<file path="config.mk">
export PLATFORM = sky130hd
export DESIGN_NAME = mealy_pattern_detector
export DESIGN_NICKNAME = d
export VERILOG_FILES = /design/src/rtl/mealy_pattern_detector.sv
export SDC_FILE = /design/constraint.sdc
export NUM_CORES = 1
export LEC_CHECK = 0
export ABC_CLOCK_PERIOD_IN_PS = 2400
export CAP_MARGIN = 10
export CORE_AREA = 2 2 39 41
export CTS_CLUSTER_DIAMETER = 150
export DETAILED_ROUTE_END_ITERATION = 7
export DIE_AREA = 0 0 41 43
export MAX_ROUTING_LAYER = met4
export SLEW_MARGIN = 20
export SYNTH_ARGS = -nofsm -noshare
export SYNTH_HDL_FRONTEND = slang
export SYNTH_SLANG_ARGS = --single-unit
</file>
<file path="constraint.sdc">
create_clock -name clock -period 2.4 [get_ports clock]
set_input_delay 0.48 -clock clock [delete_from_list [all_inputs] [get_ports clock]]
set_output_delay 0.48 -clock clock [all_outputs]
set_load 0.005 [all_outputs]
</file>
<file path="src/rtl/mealy_pattern_detector.sv">
// -----------------------------------------------------------------------------
// mealy_pattern_detector
//
// Mealy-type serial pattern detector. The detector keeps the last PATTERN_W-1
// accepted bits and flags y_out combinationally in the same cycle as the bit
// that completes PATTERN. Bits are accepted only while x_valid is high. Gaps in
// x_valid do not disturb the history.
//
// Overlapping detection (overlap_en = 1) keeps shifting after a match.
// Non-overlapping detection (overlap_en = 0) flushes the history on a match, so
// the matched bits cannot be reused.
//
// Optional feature macro: MEALY_DET_COUNT_EN
//   When defined, this adds count_clr and match_count, a saturating count of
//   detections.
//
// Parameters:
//   PATTERN_W  pattern length in bits (2..16)
//   PATTERN    target pattern; MSB is the oldest bit, LSB the newest
//   CNT_W      width of match_count
//
// Ports:
//   clock        rising-edge clock
//   reset        synchronous active-low reset
//   x_valid      qualifies x_in; when low the bit is ignored and state holds
//   x_in         serial data bit
//   overlap_en   1 = overlapping detection, 0 = non-overlapping
//   count_clr    synchronous clear of match_count (MEALY_DET_COUNT_EN only)
//   match_count  saturating detection count     (MEALY_DET_COUNT_EN only)
//   y_out        Mealy detect flag
// -----------------------------------------------------------------------------
module mealy_pattern_detector #(
  parameter int unsigned          PATTERN_W = 3,
  parameter logic [PATTERN_W-1:0] PATTERN   = 3'b000,
  parameter int unsigned          CNT_W     = 8
) (
  input  logic             clock,
  input  logic             reset,
  input  logic             x_valid,
  input  logic             x_in,
  input  logic             overlap_en,
`ifdef MEALY_DET_COUNT_EN
  input  logic             count_clr,
  output logic [CNT_W-1:0] match_count,
`endif
  output logic             y_out
);

  // The fill counter only has to reach PATTERN_W-1 (at most 15).
  localparam int unsigned          FILL_W   = $clog2(PATTERN_W);
  localparam logic [FILL_W-1:0]    FILL_MAX = FILL_W'(PATTERN_W - 1);
  localparam logic [FILL_W-1:0]    FILL_ONE = FILL_W'(1);

  logic [PATTERN_W-2:0] hist_r;
  logic [PATTERN_W-2:0] hist_nx_s;
  logic [FILL_W-1:0]    fill_r;
  logic [FILL_W-1:0]    fill_nx_s;
  logic [PATTERN_W-1:0] window_s;
  logic                 y_s;

  // Candidate pattern: the stored history with the current bit appended.
  // Its low PATTERN_W-1 bits are the shifted history for every legal width,
  // including PATTERN_W = 2.
  assign window_s = {hist_r, x_in};

  // Mealy detect: needs a full history, a qualified bit and reset released.
  always_comb begin
    y_s = 1'b0;
    if (reset && x_valid && (fill_r == FILL_MAX) && (window_s == PATTERN)) begin
      y_s = 1'b1;
    end else begin
      y_s = 1'b0;
    end
  end

  assign y_out = y_s;

  // Next history/fill: hold on gaps, flush on a non-overlapping match, shift otherwise.
  always_comb begin
    hist_nx_s = hist_r;
    fill_nx_s = fill_r;
    if (!x_valid) begin
      hist_nx_s = hist_r;
      fill_nx_s = fill_r;
    end else if (y_s && !overlap_en) begin
      hist_nx_s = '0;
      fill_nx_s = '0;
    end else begin
      hist_nx_s = window_s[PATTERN_W-2:0];
      if (fill_r == FILL_MAX) begin
        fill_nx_s = fill_r;
      end else begin
        fill_nx_s = fill_r + FILL_ONE;
      end
    end
  end

  // History and fill registers with synchronous active-low reset.
  always_ff @(posedge clock) begin
    if (!reset) begin
      hist_r <= '0;
      fill_r <= '0;
    end else begin
      hist_r <= hist_nx_s;
      fill_r <= fill_nx_s;
    end
  end

`ifdef MEALY_DET_COUNT_EN
  localparam logic [CNT_W-1:0] CNT_MAX = {CNT_W{1'b1}};
  localparam logic [CNT_W-1:0] CNT_ONE = CNT_W'(1);

  logic [CNT_W-1:0] cnt_r;
  logic [CNT_W-1:0] cnt_nx_s;

  // Counter next value: a clear beats an increment, and the count saturates.
  always_comb begin
    cnt_nx_s = cnt_r;
    if (count_clr) begin
      cnt_nx_s = '0;
    end else if (y_s && (cnt_r != CNT_MAX)) begin
      cnt_nx_s = cnt_r + CNT_ONE;
    end else begin
      cnt_nx_s = cnt_r;
    end
  end

  // Match counter register with synchronous active-low reset.
  always_ff @(posedge clock) begin
    if (!reset) begin
      cnt_r <= '0;
    end else begin
      cnt_r <= cnt_nx_s;
    end
  end

  assign match_count = cnt_r;
`endif

endmodule

</file>
==> flow_summary.yaml <==
status:
  status: "finished, final reports clean"
grt:
  grt-ovfl-total: 0
  grt_max_degree: 9
  grt_pass1_vias: 179
  antenna_found_initial: 0
  grt_pass1_wl_um: 683
  grt_usage_pct: 6.68
critical_path:
  r2r-end: "fill_r[1]"
  critPathLaunchType: "primary input"
  critPathCapture: "y_out"
  path_max_fanout: 2
  cp.required_ns: 1.92
  r2r_setup_slack_ns: 1.19
  cp-end-kind: "output pin"
  critical-path-top-delay-family: "buffers and inverters"
  cp.arrival_ns: 1.82
  r2r_start: "fill_r[0]"
  crit_buf_inv: 2
  crit_top_cell: "clkdlybuf4s50_1"
  path_depth: 4
  path_class: "in2out"
  crit_path_start: "x_valid"
  cp_slowest_cell: "clkdlybuf4s50_1"
  r2r_cells: 5
  cp_cell_sequence: "clkdlybuf4s50_1, nand2b_2, nor4_1, clkdlybuf4s50_1"
  critPathMaxStageDelay_ns: 0.54
power_and_ir_drop:
  power_mw: 0.198
  p_leak_nw: 0.144
  ir_worst_vdd_v: 0.000213
  p_per_area_nw_per_um2: 540
yosys:
  synth-seq-cells: 4
  ys_seq_area_share_pct: 33.9
  synth_nets: 30
  synth_cell_types: 13
  syn_avg_cell_area_sq_um: 9.85
  synthCells: 24
  synth.cell_area_sq_um: 236
  yosysWarnings: 0
flow_run:
  cap_violations: 0
sta:
  fin_crit_ns: 2.30
  tightestPinTransition_ns: 0.235
  rsz0062_at_grt: "false"
  max_slew_margin_pct: 84.2
  drv_slew: 0
  fin_setup_tns_ns: 0
  fin_crit_sh_pct: 95.9
  fin_skew_ns: 0.000654
  finalHoldViolCount: 0
  max_freq_mhz: 434
  setup_viol: 0
floorplan:
  io_pins: 6
  start_util_pct: 17.1
  rows: 14
  die_w_um: 41
  coreArea_sq_um: 1380
  dieArea_sq_um: 1760
  die_height_um: 43
routing:
  vias: 201
  wl_per_cell_um: 9.19
  first_iter_violations: 0
  vias_per_cell: 3.79
  dr.pass1.iters: 1
  drc: 0
  ant_nets: 0
  wirelength_um: 487
cts:
  cts_made_buffers: 3
  post_cts_resized: 0
  htreeDepth: 1
  root_buffer: "clkbuf_4"
  cts.clk_slew.worst_paths_ns: 0.03
  cts_hold_buf: 0
  cts_max_path_buffers: 2
  clock-sinks: 4
  clock_latency_ns: 0.23
  post_cts_buffers: 0
  cts_tree: "done"
final_layout:
  fin_nets: 45
  fin_util_pct: 26.5
  diodes: 0
  drive_gt1_share_pct: 32.4
  areaGrowthSynthToFinish_pct: 55.0
min_path:
  hp-class: "reg2reg"
place:
  place.gp.congestion: 0.651
  numPortBuffers: 5
  dp_hpwl_um: 383
flip-flops by register name, summed over array words and instances (netlist names):
register,count
fill_r,2
hist_r,2
power breakdown:
part	internal, mW	switching [mW]	leakage (nW)
Clock	0.0557	0.0240	0.0138
Combinational	0.0249	0.0167	0.0968
Sequential	0.0726	0.00400	0.0329
logic make-up (layout without fill, tap and decap cells):
| family | after synthesis | in the layout | synth area share [%] |
|---|---|---|---|
| buffers and inverters | 3 | 16 | 4.76 |
| muxes | 2 | 2 | 8.47 |
| adders and majority gates | 1 | 1 | 5.29 |
| DFF | 4 | 4 | 33.9 |
| and+or+nand+nor | 10 | 10 | 38.1 |
| AOI/OAI and AO/OA | 4 | 4 | 9.52 |
cells in the mapped netlist (all sizes together):
master,n,area [sq um]
nand3,2,10.0
a31oi,2,12.5
ha,1,12.5
o21ai,2,10.0
inv,3,11.3
nor2b,2,12.5
nand2b,2,15.0
dfxtp,4,80.1
mux2i,2,20.0
and4bb,2,25.0
nor4,2,27.5
how the worst min path moves through the flow:
stage / from / to / slack [ns] / cells past startpoint
finish: fill_r[1] / fill_r[1] / 0.49 / 2
global route: fill_r[1] / fill_r[1] / 0.50 / 2
detailed placement: fill_r[1] / fill_r[1] / 0.48 / 2
CTS: fill_r[1] / fill_r[1] / 0.49 / 2
global placement: fill_r[1] / fill_r[1] / 0.48 / 2
floorplan: fill_r[1] / fill_r[1] / 0.46 / 2
placed cells by master (no fill, tap or decap):
cell type	netlist	layout
nor2b_1	2	2
clkbuf_4	0	3
o21ai_1	2	2
clkdlybuf4s50_1	0	5
inv_1	3	3
buf_4	0	5
and4bb_2	2	2
nand2b_1	1	1
nand3_1	2	2
dfxtp_1	4	4
nand2b_2	1	1
nor4_4	1	1
mux2i_1	2	2
ha_1	1	1
nor4_1	1	1
a31oi_1	2	2
worst min-delay path, stage by stage, from the launching register on:
cell,delay [ns]
dfxtp_1,0.31
nand3_1,0.07
o21ai_1,0.05
routing by layer:
layer | global-route usage [%] | part of all wire, % | routed length (um)
met1 | 8.01 | 50 | 243
met2 | 6.88 | 43 | 208
met3 | 1.57 | 7.2 | 35
met4 | 10.0 | 0 | 0
met5 | - | 0 | 0
per-stage QoR:
step           instances  setup slack, ns  area (sq um)  hold slack [ns]
6_report              53           0.0980           367            0.489
5_1_grt               53           0.0615           367            0.502
4_1_cts               53           0.0919           367            0.487
3_5_place_dp          50            0.100           344            0.484
3_3_place_gp          50           0.0971           344            0.478
2_1_floorplan         24             1.03           236            0.457
layout make-up:
cell class              count  area, sq um
repair buffers             10         87.6
flip-flops and latches      4         80.1
multi-input cells          17          145
well taps                  16         20.0
fillers                   162         1020
clock buffers               3         22.5
inverters                   3         11.3
No activity file was read; power rests on OpenSTA's default activity.
